===== src/rtl/ram_arbiter.sv =====
// Two-port arbiter for a single-port, combinational-read RAM with registered read-back.
// Define RAM_ARB_FIXED_PRIO_EN to make port 0 win every tie instead of round robin.
module ram_arbiter #(
   parameter int unsigned WIDTH = 16,
   parameter int unsigned AW    = 8
) (
   input  logic             i_clk,
   input  logic             i_rst,
   input  logic             i_req0,
   input  logic             i_req1,
   input  logic             i_we0,
   input  logic             i_we1,
   input  logic [AW-1:0]    i_addr0,
   input  logic [AW-1:0]    i_addr1,
   input  logic [WIDTH-1:0] i_wdata0,
   input  logic [WIDTH-1:0] i_wdata1,
   output logic             o_ack0,
   output logic             o_ack1,
   output logic [WIDTH-1:0] o_rdata0,
   output logic [WIDTH-1:0] o_rdata1,
   output logic             o_gnt0,
   output logic             o_gnt1,
   output logic [WIDTH-1:0] o_ram_din,
   output logic [AW-1:0]    o_ram_addr,
   output logic             o_ram_we,
   input  logic [WIDTH-1:0] i_ram_dout
);

   typedef enum logic [1:0] {StIdle, StG0, StG1} state_e;

   state_e           r_state, w_state_d;
   logic             r_last, w_last_d;
   logic             r_ack0, r_ack1;
   logic [WIDTH-1:0] r_rdata0, r_rdata1;
   logic             w_elig0, w_elig1;

   // The port being served still holds req until it sees ack, so mask it for this edge.
   always_comb begin
      w_elig0   = i_req0 && (r_state != StG0);
      w_elig1   = i_req1 && (r_state != StG1);
      w_state_d = StIdle;
      w_last_d  = r_last;
      if (w_elig0 && w_elig1) begin
`ifdef RAM_ARB_FIXED_PRIO_EN
         w_state_d = StG0;
`else
         w_state_d = r_last ? StG0 : StG1;
`endif
      end else if (w_elig0) begin
         w_state_d = StG0;
      end else if (w_elig1) begin
         w_state_d = StG1;
      end
      if (w_state_d == StG0) begin
         w_last_d = 1'b0;
      end else if (w_state_d == StG1) begin
         w_last_d = 1'b1;
      end
   end

   always_comb begin
      o_ram_addr = i_addr0;
      o_ram_din  = i_wdata0;
      o_ram_we   = 1'b0;
      unique case (r_state)
         StG0: begin
            o_ram_we = i_we0;
         end
         StG1: begin
            o_ram_addr = i_addr1;
            o_ram_din  = i_wdata1;
            o_ram_we   = i_we1;
         end
         default: ;
      endcase
   end

   always_ff @(posedge i_clk) begin
      if (i_rst) begin
         r_state  <= StIdle;
         r_last   <= 1'b1;
         r_ack0   <= 1'b0;
         r_ack1   <= 1'b0;
         r_rdata0 <= '0;
         r_rdata1 <= '0;
      end else begin
         r_state <= w_state_d;
         r_last  <= w_last_d;
         r_ack0  <= (r_state == StG0);
         r_ack1  <= (r_state == StG1);
         if ((r_state == StG0) && !i_we0) begin
            r_rdata0 <= i_ram_dout;
         end
         if ((r_state == StG1) && !i_we1) begin
            r_rdata1 <= i_ram_dout;
         end
      end
   end

   assign o_gnt0   = (r_state == StG0);
   assign o_gnt1   = (r_state == StG1);
   assign o_ack0   = r_ack0;
   assign o_ack1   = r_ack1;
   assign o_rdata0 = r_rdata0;
   assign o_rdata1 = r_rdata1;

endmodule


===== config.mk =====
export PLATFORM = sky130hd
export DESIGN_NAME = ram_arbiter
export DESIGN_NICKNAME = d
export VERILOG_FILES = /design/src/rtl/ram_arbiter.sv
export SDC_FILE = /design/constraint.sdc
export NUM_CORES = 1
export LEC_CHECK = 0
export BUFFER_PORTS_ARGS = -buffer_cell sky130_fd_sc_hd__buf_4
export CELL_PAD_IN_SITES_DETAIL_PLACEMENT = 0
export CELL_PAD_IN_SITES_GLOBAL_PLACEMENT = 2
export CORE_MARGIN = 4
export CORE_UTILIZATION = 20
export DETAILED_ROUTE_END_ITERATION = 10
export PLACE_DENSITY = 0.83
export SYNTH_ARGS = -nofsm -noshare
export SYNTH_HDL_FRONTEND = slang
export SYNTH_SLANG_ARGS = --single-unit

===== constraint.sdc =====
create_clock -name i_clk -period 2.4 [get_ports i_clk]
set_clock_uncertainty 0.05 [all_clocks]
set_input_delay 0.6 -clock i_clk [delete_from_list [all_inputs] [get_ports i_clk]]
set_output_delay 0.6 -clock i_clk [all_outputs]
set_load 0.1 [all_outputs]

==> reports/results.tsv <==
metric	value	unit
Final Hold Vio Count	0	
Die Area	10100	um2
Flop pwr share	36.5	%
DR vias/cell	4.02	
worst-path cell chain	inv_1, ha_4, buf_6, mux2_2, buf_4	
Distinct cells, synth	22	
dpl cells	420	
number of max-cap violations	0	
fin nets	398	
antenna viol nets, final	0	
Synth Warn #	0	
Syn Nets	271	
Non-Filler Instances	430	
Worst Setup SP	r_state[0]	
hold_sp	o_rdata0[11]	
Initial Util	20.7	%
H-tree Lvls	2	
TritonCTS clock tree	built	
FF-to-FF path depth	8	
clk sinks	37	
design area	2900	um2
r2r setup slk	0.47	ns
Max Root-Sink Buffers	2	
Worst R2R Start	r_state[0]	
Worst Hold Class	flip-flop to flip-flop	
Synth Area in Compound Gates	13.3	%
Worst-path clk slew	0.08	ns
Post-synth top flop	dfxtp_1	
Slowest-stage cell, CP	mux2_2	
VDD IR-drop max	0.191	mV
Comb power frac	39.6	%
main combinational cell family by area after synthesis	simple AND/OR/NAND/NOR gates	
R2R Path End	r_last	
clock share of power	23.9	%
DRC violations left	0	
Critical Path Source Type	flip-flop	
# IOs	131	
Crit. End Element	output port	
Final Power	1.77	mW
post-synth top area share	43.1	%
switching power	0.733	mW
Num CTS Buffers	5	
first-pass GRT wire length	8770	um
CTS Hold Bufs	0	
Leak Pwr	1.26	nW
final wirelength	5860	um
Pre-Repair DR Iteration Count	4	
I/O Buffers	130	
Internal	1.04	mW
vias in the first global route	1663	
required time worst endpoint	1.75	ns
placer's final routability congestion estimate	0.714	
crit share post-route	94.6	%
Seq cells post-synth	37	
Area Overhead vs Synth	68.3	%
Synth area leader	dfxtp_1	
WP data arrival	1.62	ns
Core Util, Final	34.9	%
DIE HEIGHT	101	um
HPWL after DPL	4470	um
Final Slew Violations	0	
Worst Path Max Fanout	15	
FMAX	440	MHz
WHS Path Cells	2	
Worst-Margin Slew	0.729	ns
largest net degree at the start of global routing	38	
worst hold endpoint	o_rdata0[11]	
initial antenna violation count	0	
Vias	1728	
top post-synthesis cells by area	dfxtp_1, mux2_2, nand2_1	
layout cells sized above 1	55.4	%
mux cell area share after synthesis	16.3	%
RSZ-0062 raised after global routing	false	
Core Rows	33	
adder-cell share of the synthesized area	2.91	%
Period minus WS final	2.27	ns
Async SR Flop Fraction	0	%
WL per Instance	13.6	um
pwr/cell area	612	nW/um2
Setup violations, final	0	
switching fraction of total power	41.4	%
Synth Cell Area	1720	um2
Gate Count Post-Synth	197	
Synth top cells by count	nand2_1, dfxtp_1, mux2_2, a21oi_1, a21oi_2	
crit path kind	flip-flop to output port	
Core Box Area	8300	um2
simple-gate portion of the synthesized area	18.0	%
Clk Tree Root Cell	clkbuf_8	
max incr delay on CP	0.34	ns
post-place instance area	2770	um2
Syn Area/Cell	8.73	um2
headroom to the max-slew limit	51.4	%
1st-iter DRT viols	25	
ant diodes	0	
xor and xnor area share after synthesis	0	%
TNS Setup	0	ns
DIE WIDTH	101	um
Congestion Overflow GR	0	
cell with the most instances after synthesis	nand2_1	
sequential-to-total area share from yosys stat	43.1	%
clock latency on the worst-skew pair	0.28	ns
Post-synth EDFFs	0	
filler instances	888	
status	finished clean	
gr usage total	10.9	%
==> worst max path at each step <==
stage,to
6_report,o_ram_din[7]
5_1_grt,o_ram_din[1]
4_1_cts,o_ram_addr[5]
3_5_place_dp,o_ram_addr[7]
3_3_place_gp,o_ram_addr[7]
2_1_floorplan,o_ram_we
==> power groups by stage <==
stage	sequential [mW]	combinational, mW	clock (mW)
after floorplan	0.778	0.397	0
after global placement	0.660	0.697	0
after detailed placement	0.661	0.699	0
after CTS	0.646	0.701	0.449
after global routing	0.649	0.731	0.481
final	0.646	0.702	0.423
==> flip-flops by register name (all words and copies together), names as in the netlist <==
| name | cells |
|---|---|
| o_ack1 | 1 |
| r_last | 1 |
| o_rdata1 | 16 |
| r_state | 2 |
| o_ack0 | 1 |
| o_rdata0 | 16 |
==> logic make-up (layout without fill, tap and decap cells) <==
group	after synthesis	after routing
fa+ha+maj	4	4
compound gates	36	36
flops	37	37
buf+inv	19	147
simple gates	76	76
mux	25	25
==> layer usage <==
| metal | part of all wire [%] | vias to the layer above | track usage (%) | routed length, um |
|---|---|---|---|---|
| met4 | 0.97 | 0 | 3.42 | 57 |
| met5 | 0 | - | 0 | 0 |
| met1 | 42 | 781 | 13.8 | 2460 |
| met2 | 52 | 40 | 18.5 | 3070 |
| li1 | - | 902 | - | - |
| met3 | 4.8 | 5 | 2.28 | 281 |
==> stage by stage <==
step | setup WS (ns) | hold WS, ns
finish | 0.129 | 0.407
global route | 0.0256 | 0.431
CTS | 0.00274 | 0.411
detailed placement | 0.327 | 0.400
global placement | 0.326 | 0.394
floorplan | 0.0427 | 0.446
==> critical path, delay by kind of cell, from the launching register on <==
kind       cells  cell delay [ns]
mux            1             0.34
fa+ha+maj      1             0.16
flops          1             0.33
buf+inv        3             0.50
==> repair_timing <==
action / CTS / global route
buffers inserted: 0 / 2
endpoints found under the setup margin: 1 / 25
resized for setup: 1 / 0
pin swaps: 0 / 0
hold endpoints to repair: 0 / 0
==> cell type report <==
class	instances	area (um2)	area share (%)
clock buffer	5	68.8	2.38
tap	105	131	4.54
clock inverter	3	17.5	0.605
sequential	37	741	25.6
multi-input combinational	141	888	30.7
timing repair buffer	135	1030	35.7
inverter	4	15.0	0.519
==> cells in the final DEF, fill, tap and decap left out, types with 2 or more instances in the layout <==
master,count
nor2b_1,2
nand2b_1,4
nor2_1,3
buf_4,132
nand2_1,64
inv_1,4
a21oi_2,10
a21oi_1,22
clkbuf_8,5
dfxtp_1,37
clkinv_2,2
buf_6,2
mux2_2,24
ha_1,3
No activity file was read; power rests on OpenSTA's default activity.
